==> src/rtl/param_digital_lock.sv <==
// Parameterised keypad combination lock: set a code, confirm it, lock, then unlock.
// Repeated wrong unlock attempts freeze the keypad; a stalled partial entry can time out.
module param_digital_lock #(
  parameter int NUM_KEYS      = 4,
  parameter int CODE_LEN      = 4,
  parameter int MAX_FAILS     = 4,
  parameter int FREEZE_CYCLES = 0,
  parameter int IDLE_CYCLES   = 0
) (
  input  logic                             clock,
  input  logic                             reset,
  input  logic [NUM_KEYS-1:0]              KEY,
  output logic                             LOCKED,
  output logic                             ERROR,
  output logic                             FROZEN,
  output logic [$clog2(MAX_FAILS+1)-1:0]   fail_count,
  output logic [6:0]                       sevenSeg
);

  localparam int DW = $clog2(NUM_KEYS);
  localparam int FW = $clog2(MAX_FAILS + 1);
  localparam int CW = 4;
  localparam int ZW = (FREEZE_CYCLES > 0) ? $clog2(FREEZE_CYCLES + 1) : 1;
  localparam int IW = (IDLE_CYCLES > 0) ? $clog2(IDLE_CYCLES + 1) : 1;

  typedef enum logic [1:0] {S_SET, S_VERIFY, S_LOCK, S_FREEZE} state_t;
  typedef logic [CODE_LEN-1:0][DW-1:0] code_t;

  state_t              state_q, state_d;
  logic [NUM_KEYS-1:0] key_prev_q;
  logic [CW-1:0]       cnt_q, cnt_d;
  logic                inv_q, inv_d;
  code_t               entry_q, entry_d, cand_q, cand_d, code_q, code_d;
  logic [ZW-1:0]       frz_q, frz_d;
  logic [IW-1:0]       idle_q, idle_d;
  logic                locked_q, locked_d, error_q, error_d, frozen_q, frozen_d;
  logic [FW-1:0]       fail_q, fail_d;
  logic [6:0]          seg_q, seg_d;

  logic [NUM_KEYS-1:0] press;
  logic                press_any, multi, expire, full_inv;
  logic [DW-1:0]       digit;
  logic [CW-1:0]       base_cnt;
  code_t               entry_full;

  function automatic logic [6:0] seg_of(input logic [CW-1:0] n);
    case (n)
      4'd0:    seg_of = 7'b0111111;
      4'd1:    seg_of = 7'b0000110;
      4'd2:    seg_of = 7'b1011011;
      4'd3:    seg_of = 7'b1001111;
      4'd4:    seg_of = 7'b1100110;
      4'd5:    seg_of = 7'b1101101;
      4'd6:    seg_of = 7'b1111101;
      4'd7:    seg_of = 7'b0000111;
      4'd8:    seg_of = 7'b1111111;
      4'd9:    seg_of = 7'b1101111;
      default: seg_of = 7'b0000000;
    endcase
  endfunction

  assign press     = KEY & ~key_prev_q;
  assign press_any = (|press) && (state_q != S_FREEZE);
  assign multi     = (press & (press - NUM_KEYS'(1))) != '0;
  assign expire    = (IDLE_CYCLES > 0) && (cnt_q != '0) && (idle_q == IW'(IDLE_CYCLES - 1));

  always_comb begin
    digit = '0;
    for (int unsigned i = 0; i < NUM_KEYS; i++)
      if (press[i]) digit = DW'(i);
  end

  always_comb begin
    state_d  = state_q;
    cnt_d    = cnt_q;
    inv_d    = inv_q;
    entry_d  = entry_q;
    cand_d   = cand_q;
    code_d   = code_q;
    frz_d    = frz_q;
    idle_d   = '0;
    locked_d = locked_q;
    error_d  = error_q;
    frozen_d = frozen_q;
    fail_d   = fail_q;

    // An expiring timeout discards the partial entry first, so a coincident press starts afresh.
    base_cnt = expire ? '0 : cnt_q;
    full_inv = (expire ? 1'b0 : inv_q) | multi;
    if (expire) begin
      cnt_d = '0;
      inv_d = 1'b0;
    end else if ((IDLE_CYCLES > 0) && (cnt_q != '0) && !press_any) begin
      idle_d = idle_q + IW'(1);
    end

    entry_full = entry_q;
    for (int unsigned i = 0; i < CODE_LEN; i++)
      if (base_cnt == CW'(i)) entry_full[i] = digit;

    if (press_any) begin
      if (base_cnt == CW'(CODE_LEN - 1)) begin
        cnt_d = '0;
        inv_d = 1'b0;
        case (state_q)
          S_SET: begin
            if (full_inv) error_d = 1'b1;
            else begin
              cand_d  = entry_full;
              state_d = S_VERIFY;
              error_d = 1'b0;
            end
          end
          S_VERIFY: begin
            if (!full_inv && entry_full == cand_q) begin
              code_d   = entry_full;
              state_d  = S_LOCK;
              locked_d = 1'b1;
              error_d  = 1'b0;
            end else error_d = 1'b1;
          end
          S_LOCK: begin
            if (!full_inv && entry_full == code_q) begin
              state_d  = S_SET;
              locked_d = 1'b0;
              error_d  = 1'b0;
              fail_d   = '0;
            end else begin
              error_d = 1'b1;
              if (fail_q != FW'(MAX_FAILS)) fail_d = fail_q + FW'(1);
              if (fail_q == FW'(MAX_FAILS - 1)) begin
                state_d  = S_FREEZE;
                frozen_d = 1'b1;
                frz_d    = '0;
              end
            end
          end
          default: ;
        endcase
      end else begin
        cnt_d   = base_cnt + CW'(1);
        inv_d   = full_inv;
        entry_d = entry_full;
      end
    end

    if (state_q == S_FREEZE && FREEZE_CYCLES > 0) begin
      if (frz_q == ZW'(FREEZE_CYCLES - 1)) begin
        state_d  = S_LOCK;
        frozen_d = 1'b0;
        fail_d   = '0;
        frz_d    = '0;
      end else frz_d = frz_q + ZW'(1);
    end

    seg_d = (state_d == S_FREEZE) ? 7'b1110001 : seg_of(cnt_d);
  end

  always_ff @(posedge clock or negedge reset) begin
    if (!reset) begin
      state_q    <= S_SET;
      key_prev_q <= '0;
      cnt_q      <= '0;
      inv_q      <= 1'b0;
      entry_q    <= '0;
      cand_q     <= '0;
      code_q     <= '0;
      frz_q      <= '0;
      idle_q     <= '0;
      locked_q   <= 1'b0;
      error_q    <= 1'b0;
      frozen_q   <= 1'b0;
      fail_q     <= '0;
      seg_q      <= 7'b0111111;
    end else begin
      state_q    <= state_d;
      key_prev_q <= KEY;
      cnt_q      <= cnt_d;
      inv_q      <= inv_d;
      entry_q    <= entry_d;
      cand_q     <= cand_d;
      code_q     <= code_d;
      frz_q      <= frz_d;
      idle_q     <= idle_d;
      locked_q   <= locked_d;
      error_q    <= error_d;
      frozen_q   <= frozen_d;
      fail_q     <= fail_d;
      seg_q      <= seg_d;
    end
  end

  assign LOCKED     = locked_q;
  assign ERROR      = error_q;
  assign FROZEN     = frozen_q;
  assign fail_count = fail_q;
  assign sevenSeg   = seg_q;

endmodule

==> config.mk <==
export PLATFORM = sky130hd
export DESIGN_NAME = param_digital_lock
export DESIGN_NICKNAME = d
export VERILOG_FILES = /design/src/rtl/param_digital_lock.sv
export SDC_FILE = /design/constraint.sdc
export NUM_CORES = 1
export LEC_CHECK = 0
export CORE_MARGIN = 2
export CORE_UTILIZATION = 30
export CTS_CLUSTER_DIAMETER = 150
export DETAILED_ROUTE_END_ITERATION = 7
export GPL_ROUTABILITY_DRIVEN = 0
export HOLD_SLACK_MARGIN = 0.02
export PLACE_DENSITY = 0.43
export SLEW_MARGIN = 0
export SYNTH_ARGS = -nofsm -noshare
export SYNTH_HDL_FRONTEND = slang
export SYNTH_SLANG_ARGS = --single-unit
==> constraint.sdc <==
create_clock -name clock -period 3.3 [get_ports clock]
set_clock_uncertainty 0.05 [all_clocks]
set_input_delay 0.99 -clock clock [delete_from_list [all_inputs] [get_ports clock]]
set_output_delay 0.99 -clock clock [all_outputs]
set_load 0.1 [all_outputs]
* Word level (Yosys, flattened, before mapping)
Memories as Yosys holds them, arrays and structs flattened. Cells that the tools add are included.
Word-level totals: memory bits (read-only) 112, memories kept 1, word-level logic and storage cells 90, bits in registers 48, output and inout bits 13, input port bits 6, memory bits (writable) 0, bits in latches 0
Memory list:
- (no name shown) | words 16, bits a word 7, read ports 1, clocked after memory_dff 0, wr ports 0, line 47 | case (n)
Operators by class: bitwise operators 7, order comparisons 0, shifts and indexed selects 0, $add $sub $neg 3, eq/ne operators 13, mux-type cells 27, divide/modulo/power cells 0, reductions and logical operators 18, multipliers 0
Operator list (count):
- $mux W2 | 12
- $eq A8 B8 Y1 | 2
- $reduce_and A4 Y1 | 3
- $reduce_and A5 Y1 | 2
- $and A4 B4 Y4 | 2
- $eq A4 B2 Y1 const B | 2
- $mux W4 | 2
- $mux W1 | 7
- $mux W7 | 1
- $mux W3 | 2
- $ne A2 B2 Y1 const B | 3
- $pmux W2 S3 | 1
- $add A4 B1 Y4 const B | 1
- $eq A2 B2 Y1 const B | 2
- $eq A4 B1 Y1 const B | 1
- $logic_not A4 Y1 | 1
- $not A4 Y4 | 1
- $reduce_bool A2 Y1 | 2
- $reduce_bool A4 Y1 | 1
- $reduce_or A4 Y1 | 1
- $sub A4 B1 Y4 const B | 1
- $add A3 B1 Y3 const B | 1
- $eq A3 B2 Y1 const B | 1
- $logic_and A1 B1 Y1 | 3
- other kinds (11) | 13

* Logic depth before layout (Yosys ltp)
word-level depth 14, depth in mapped cells 11, gate-level depth less buffers 10

* Worst setup path after synthesis
No wires, ideal clock.
path type input port to flip-flop, start point input port KEY[3], end point register code_q[3] (netlist bit), stages 10, library setup time 128 ps, required time 3122 ps, path buffers 3, data arrival time 2839 ps, path slack 283 ps, cells stage by stage nand2b_1 > buf_4 > o21a_1 > buf_4 > a21o_1 > o21ai_1 > or4_1 > nor4_2 > buf_6 > mux2_1
Between the ends: word-level cells in the longest chain between the ends 8, elaborated cells on any way between the ends 16, classes of those cells add/sub: 1; eq/ne: 1; mux: 5; bitwise: 3; reduce/logical: 6
Ends and longest elaborated chain:
- start, declared | line 12 | input logic [NUM_KEYS-1:0] KEY,
- $and A4 B4 Y4 * | line 62 | assign press = KEY & ~key_prev_q;
- $sub A4 B1 Y4 | line 64 | assign multi = (press & (press - NUM_KEYS'(1))) != '0;
- $and A4 B4 Y4 | line 64
- $reduce_bool A4 Y1 | line 64
- $or A1 B1 Y1 | line 89 | full_inv = (expire ? 1'b0 : inv_q) | multi;
- $logic_not A1 Y1 | line 115 | if (!full_inv && entry_full == cand_q) begin
- $logic_and A1 B1 Y1 | line 115
- $reduce_and A4 Y1 (no line)
- end signal, assigned | line 182 | code_q <= code_d;
- end, declared | line 33 | code_t entry_q, entry_d, cand_q, cand_d, code_q, code_d;
Mark *: on every way between the ends. The rest lies on a longest branch, timed or not. A chain may end at the register's enable or synchronous reset.

* Worst setup path after layout
start point input port KEY[0], end point register code_q[3] (netlist bit)
Between the ends: word-level cells in the longest chain between the ends 8, elaborated cells on any way between the ends 10, classes of those cells add/sub: 1; bitwise: 3; reduce/logical: 6
Ends and longest elaborated chain (line):
- $and A4 B4 Y4 * | 62
- $sub A4 B1 Y4 | 64
- $and A4 B4 Y4 | 64
- $reduce_bool A4 Y1 | 64
- $or A1 B1 Y1 | 89
- $logic_not A1 Y1 | 115
- $logic_and A1 B1 Y1 | 115
- $reduce_and A4 Y1 (no line) *
Marked as above.

==> results by group <==
CTS
  – CTS Buf Count: 5
  – Clock H-tree levels: 2
  – Master cell of the clock root buffer: clkbuf_8
  – Worst skew pair latency: 0.31 ns
  – Worst-path clk slew: 0.10 ns
  – Clock sink total: 48
  – Maximum clock path buffer count: 2
  – Number of hold buffers added after CTS: 0
  – Clock tree from TritonCTS: built

Routing
  – Number of nets with antenna violations after routing: 0
  – First-pass iteration count of the detailed router: 4
  – Vias after detailed routing: 2526
  – Drc violations: 0
  – Final wirelength: 7954 µm
  – Per-cell via count in the routed design: 4.876
  – Starting DRC count in detailed routing: 137
  – Wire per inst: 15.36 µm

Floorplan
  – Total die area: 10830 µm²
  – Initial core utilization: 30.89%
  – Count of boundary I/O pins: 19
  – Number of placement rows: 36
  – Floorplan die height: 104.1 µm
  – X dimension of the die: 104.1 µm
  – Core area: 9729 µm²

Yosys
  – Synth area leader: dfrtp_1
  – Total of flip-flops plus latches after synthesis: 48
  – Per-instance average area after synthesis: 9.363 µm²
  – Count of unique library cells instantiated by Yosys: 60
  – Post-Syn Instances: 321
  – Syn Nets: 344
  – Most repeated cell in the gate-level netlist after synthesis: dfrtp_1
  – Fraction of synthesized cell area taken by the top area cell type: 34.97%
  – List of most frequent post-synthesis cells: 42 x dfrtp_1, 41 x nand2_1, 24 x inv_1, 23 x o21ai_0, 18 x a21oi_1
  – Count of synthesis-stage warnings from yosys: 0
  – Part of the Yosys area used for sequential elements: 40.22%
  – Netlist Area Pre-Place: 3005 µm²
  – Number of flops mapped to enable cells by yosys: 0
  – Post-synth top flop: dfrtp_1
  – Fraction of synthesis flops using an asynchronous set or reset pin: 100.0%
  – Synth top area cells: dfrtp_1 35%, ha_1 7.1%, dfstp_2 5.2%

Layout
  – Cell area after layout: 3804 µm²
  – Sequential standard cell area: 1209 µm²
  – Fill cell count: 1010
  – Area used by multi-input combinational logic: 1713 µm²
  – Layout cell share with drive strength beyond 1: 28.57%
  – Antenna fix cells: 0
  – Synthesis-to-finish area growth: 26.56%
  – Number of non-filler instances in the completed layout: 518
  – Net count, final: 407

Global route
  – Largest net degree at the start of global routing: 19
  – Initial antenna violation count: 0
  – Global-route congestion overflow total: 0
  – Global-route total usage across every layer: 15.21%
  – Number of global-route vias before repair: 2581
  – Global-route wire length before repair: 13300 µm

Timing
  – Slew of the pin with the lowest slew margin: 0.4626 ns
  – Max-Slew Margin vs Limit: 69.13%
  – Shortest clock period the worst path allows after layout: 3.035 ns
  – Number of pins with negative max-slew slack in the final report: 0
  – Final worst-path setup slack: 0.2647 ns
  – Final Hold Violating Endpoints: 0
  – Fmax: 0.3295 GHz
  – Tcrit/Tclk final: 91.98%
  – Final setup TNS: 0 ns
  – Number of setup violations in the final report: 0
  – Unrepaired setup endpoints after global routing: false

Worst setup path
  – Data required time at the worst endpoint: 3.46 ns
  – Reg-to-reg setup timing slack: 0.29 ns
  – Path type of the worst setup path: primary input to flip-flop
  – Largest stage delay on the critical path: 0.51 ns
  – Arrival @ worst endpoint: 3.19 ns
  – CP Capture Type: flip-flop
  – Maximum fanout along the worst path: 4
  – WP buf/inv: 2
  – Critical-path cell with the highest stage delay: or4_4
  – Sort of element at the start of the critical path: primary input
  – Chain of cells forming the critical path: clkdlybuf4s50_1 -> nand2b_1 -> o221ai_2 -> nor2_4 -> o21ai_1 -> or4_4 -> nor4_4 -> buf_4 -> mux2_1
  – Cell type group with the largest total delay on the critical path: simple AND/OR/NAND/NOR gates

Place
  – Post-placement setup slack: -0.3504 ns
  – Placed insts: 509
  – Cell area after placement: 3605 µm²
  – Estimated wirelength of the detail-placed design: 6119 µm
  – IO buf count: 18

Power and ir drop
  – Power per standard cell area: 857.9 nW/µm²
  – Largest vdd supply drop: 468.2 µV
  – Static Leak: 0.001742 µW

Hold path
  – Min-Delay Path Class: flip-flop to flip-flop

Flow run
  – # Max-Cap Violations: 0

Outcome
  – Status: complete, no violations
## layer usage
metal,up-vias,share of wire [%],global-route usage (%),routed length [µm]
met5,-,0,0,0
met4,0,2.2,5.502,176
met3,17,3.1,2.945,244
met2,42,46,24.39,3656
met1,1220,49,20.42,3876
li1,1247,-,-,-
## sequential cells by signal, indices dropped and copies added (netlist names), 2 cells and up
| name | cells |
|---|---|
| code_q | 8 |
| base_cnt | 4 |
| key_prev_q | 4 |
| entry_q | 8 |
| fail_count | 3 |
| cand_q | 8 |
| state_q | 2 |
| sevenSeg | 7 |
## stage by stage
| step | hold WS, ns | utilization [%] | power (µW) |
|---|---|---|---|
| floorplan | 0.4018 | - | 2257 |
| global placement | 0.3427 | 37.05 | 2851 |
| detailed placement | 0.3532 | 37.05 | 2835 |
| CTS | 0.3795 | 38.28 | 3252 |
| global route | 0.3960 | 39.09 | 3493 |
| finish | 0.3734 | 39.09 | 3263 |
## final cells by class
class / count / share of cell area [%]
timing repair buffer: 68 / 14.01
multi-input combinational: 237 / 45.03
clock buffer: 5 / 1.809
tap: 133 / 4.375
sequential: 48 / 31.78
inverter: 24 / 2.368
clock inverter: 3 / 0.6250
## worst reg2reg max path, stage by stage, from the launching register on
cell and delay, ns:
dfrtp_1 0.43, inv_1 0.09, ha_1 0.26, nor3b_2 0.38, nor2_1 0.10, a21oi_2 0.18, xor2_1 0.10, or4_4 0.57
nor4_4 0.24, buf_4 0.18, mux2_1 0.31
## final timing paths
kind	start	to	cells after the start
max	KEY[0]	code_q[3]	9
max reg2reg	base_cnt[1]	code_q[3]	10
min	entry_q[6]	entry_q[6]	0
max in group asynchronous	reset	sevenSeg[2]	2
min reg2reg	entry_q[6]	entry_q[6]	0
min in group asynchronous	reset	code_q[5]	1
## kinds of logic (layout without fill, tap and decap cells)
| kind of cell | Yosys count | count (layout) | share of synthesized area, % |
|---|---|---|---|
| xor+xnor | 12 | 12 | 3.497 |
| mux | 14 | 14 | 4.746 |
| buf+inv | 36 | 100 | 5.579 |
| flops | 48 | 48 | 40.22 |
| fa+ha+maj | 17 | 17 | 7.077 |
| compound gates | 84 | 84 | 18.94 |
| simple gates | 110 | 110 | 19.94 |
## cell usage in the layout (no fill, tap or decap), types with 3 or more instances in the layout
cell | synthesis | layout
ha_1 | 17 | 17
nor2_1 | 15 | 13
o21a_1 | 3 | 3
nor3_1 | 6 | 5
o211ai_1 | 3 | 3
a31oi_1 | 3 | 3
and2_1 | 6 | 6
dlymetal6s2s_1 | 0 | 3
a22oi_1 | 4 | 4
o22ai_1 | 4 | 3
xnor2_1 | 11 | 10
inv_1 | 24 | 24
a21oi_1 | 18 | 16
dfrtp_1 | 42 | 42
dfstp_2 | 6 | 6
nand2_1 | 41 | 39
mux2i_1 | 12 | 12
buf_4 | 4 | 61
clkbuf_8 | 0 | 5
a21oi_2 | 1 | 3
o21ai_1 | 2 | 3
nand2b_1 | 15 | 13
o21ai_0 | 23 | 22
nand3_1 | 7 | 7
## timing repair
action | 4_1_cts | 5_1_grt
gates resized for setup | 5 | 20
buffers inserted | 0 | 1
pin swaps | 1 | 7
setup endpoints to repair | 2 | 20
## power by group
part           total, µW  internal [µW]  leakage [µW]  switching [µW]
sequential           930            777      0.000572             153
combinational       1950            738       0.00113            1220
clock                380            151     0.0000404             229
total               3260           1670       0.00174            1600
Note: power is estimated with default switching activity, not from simulation.
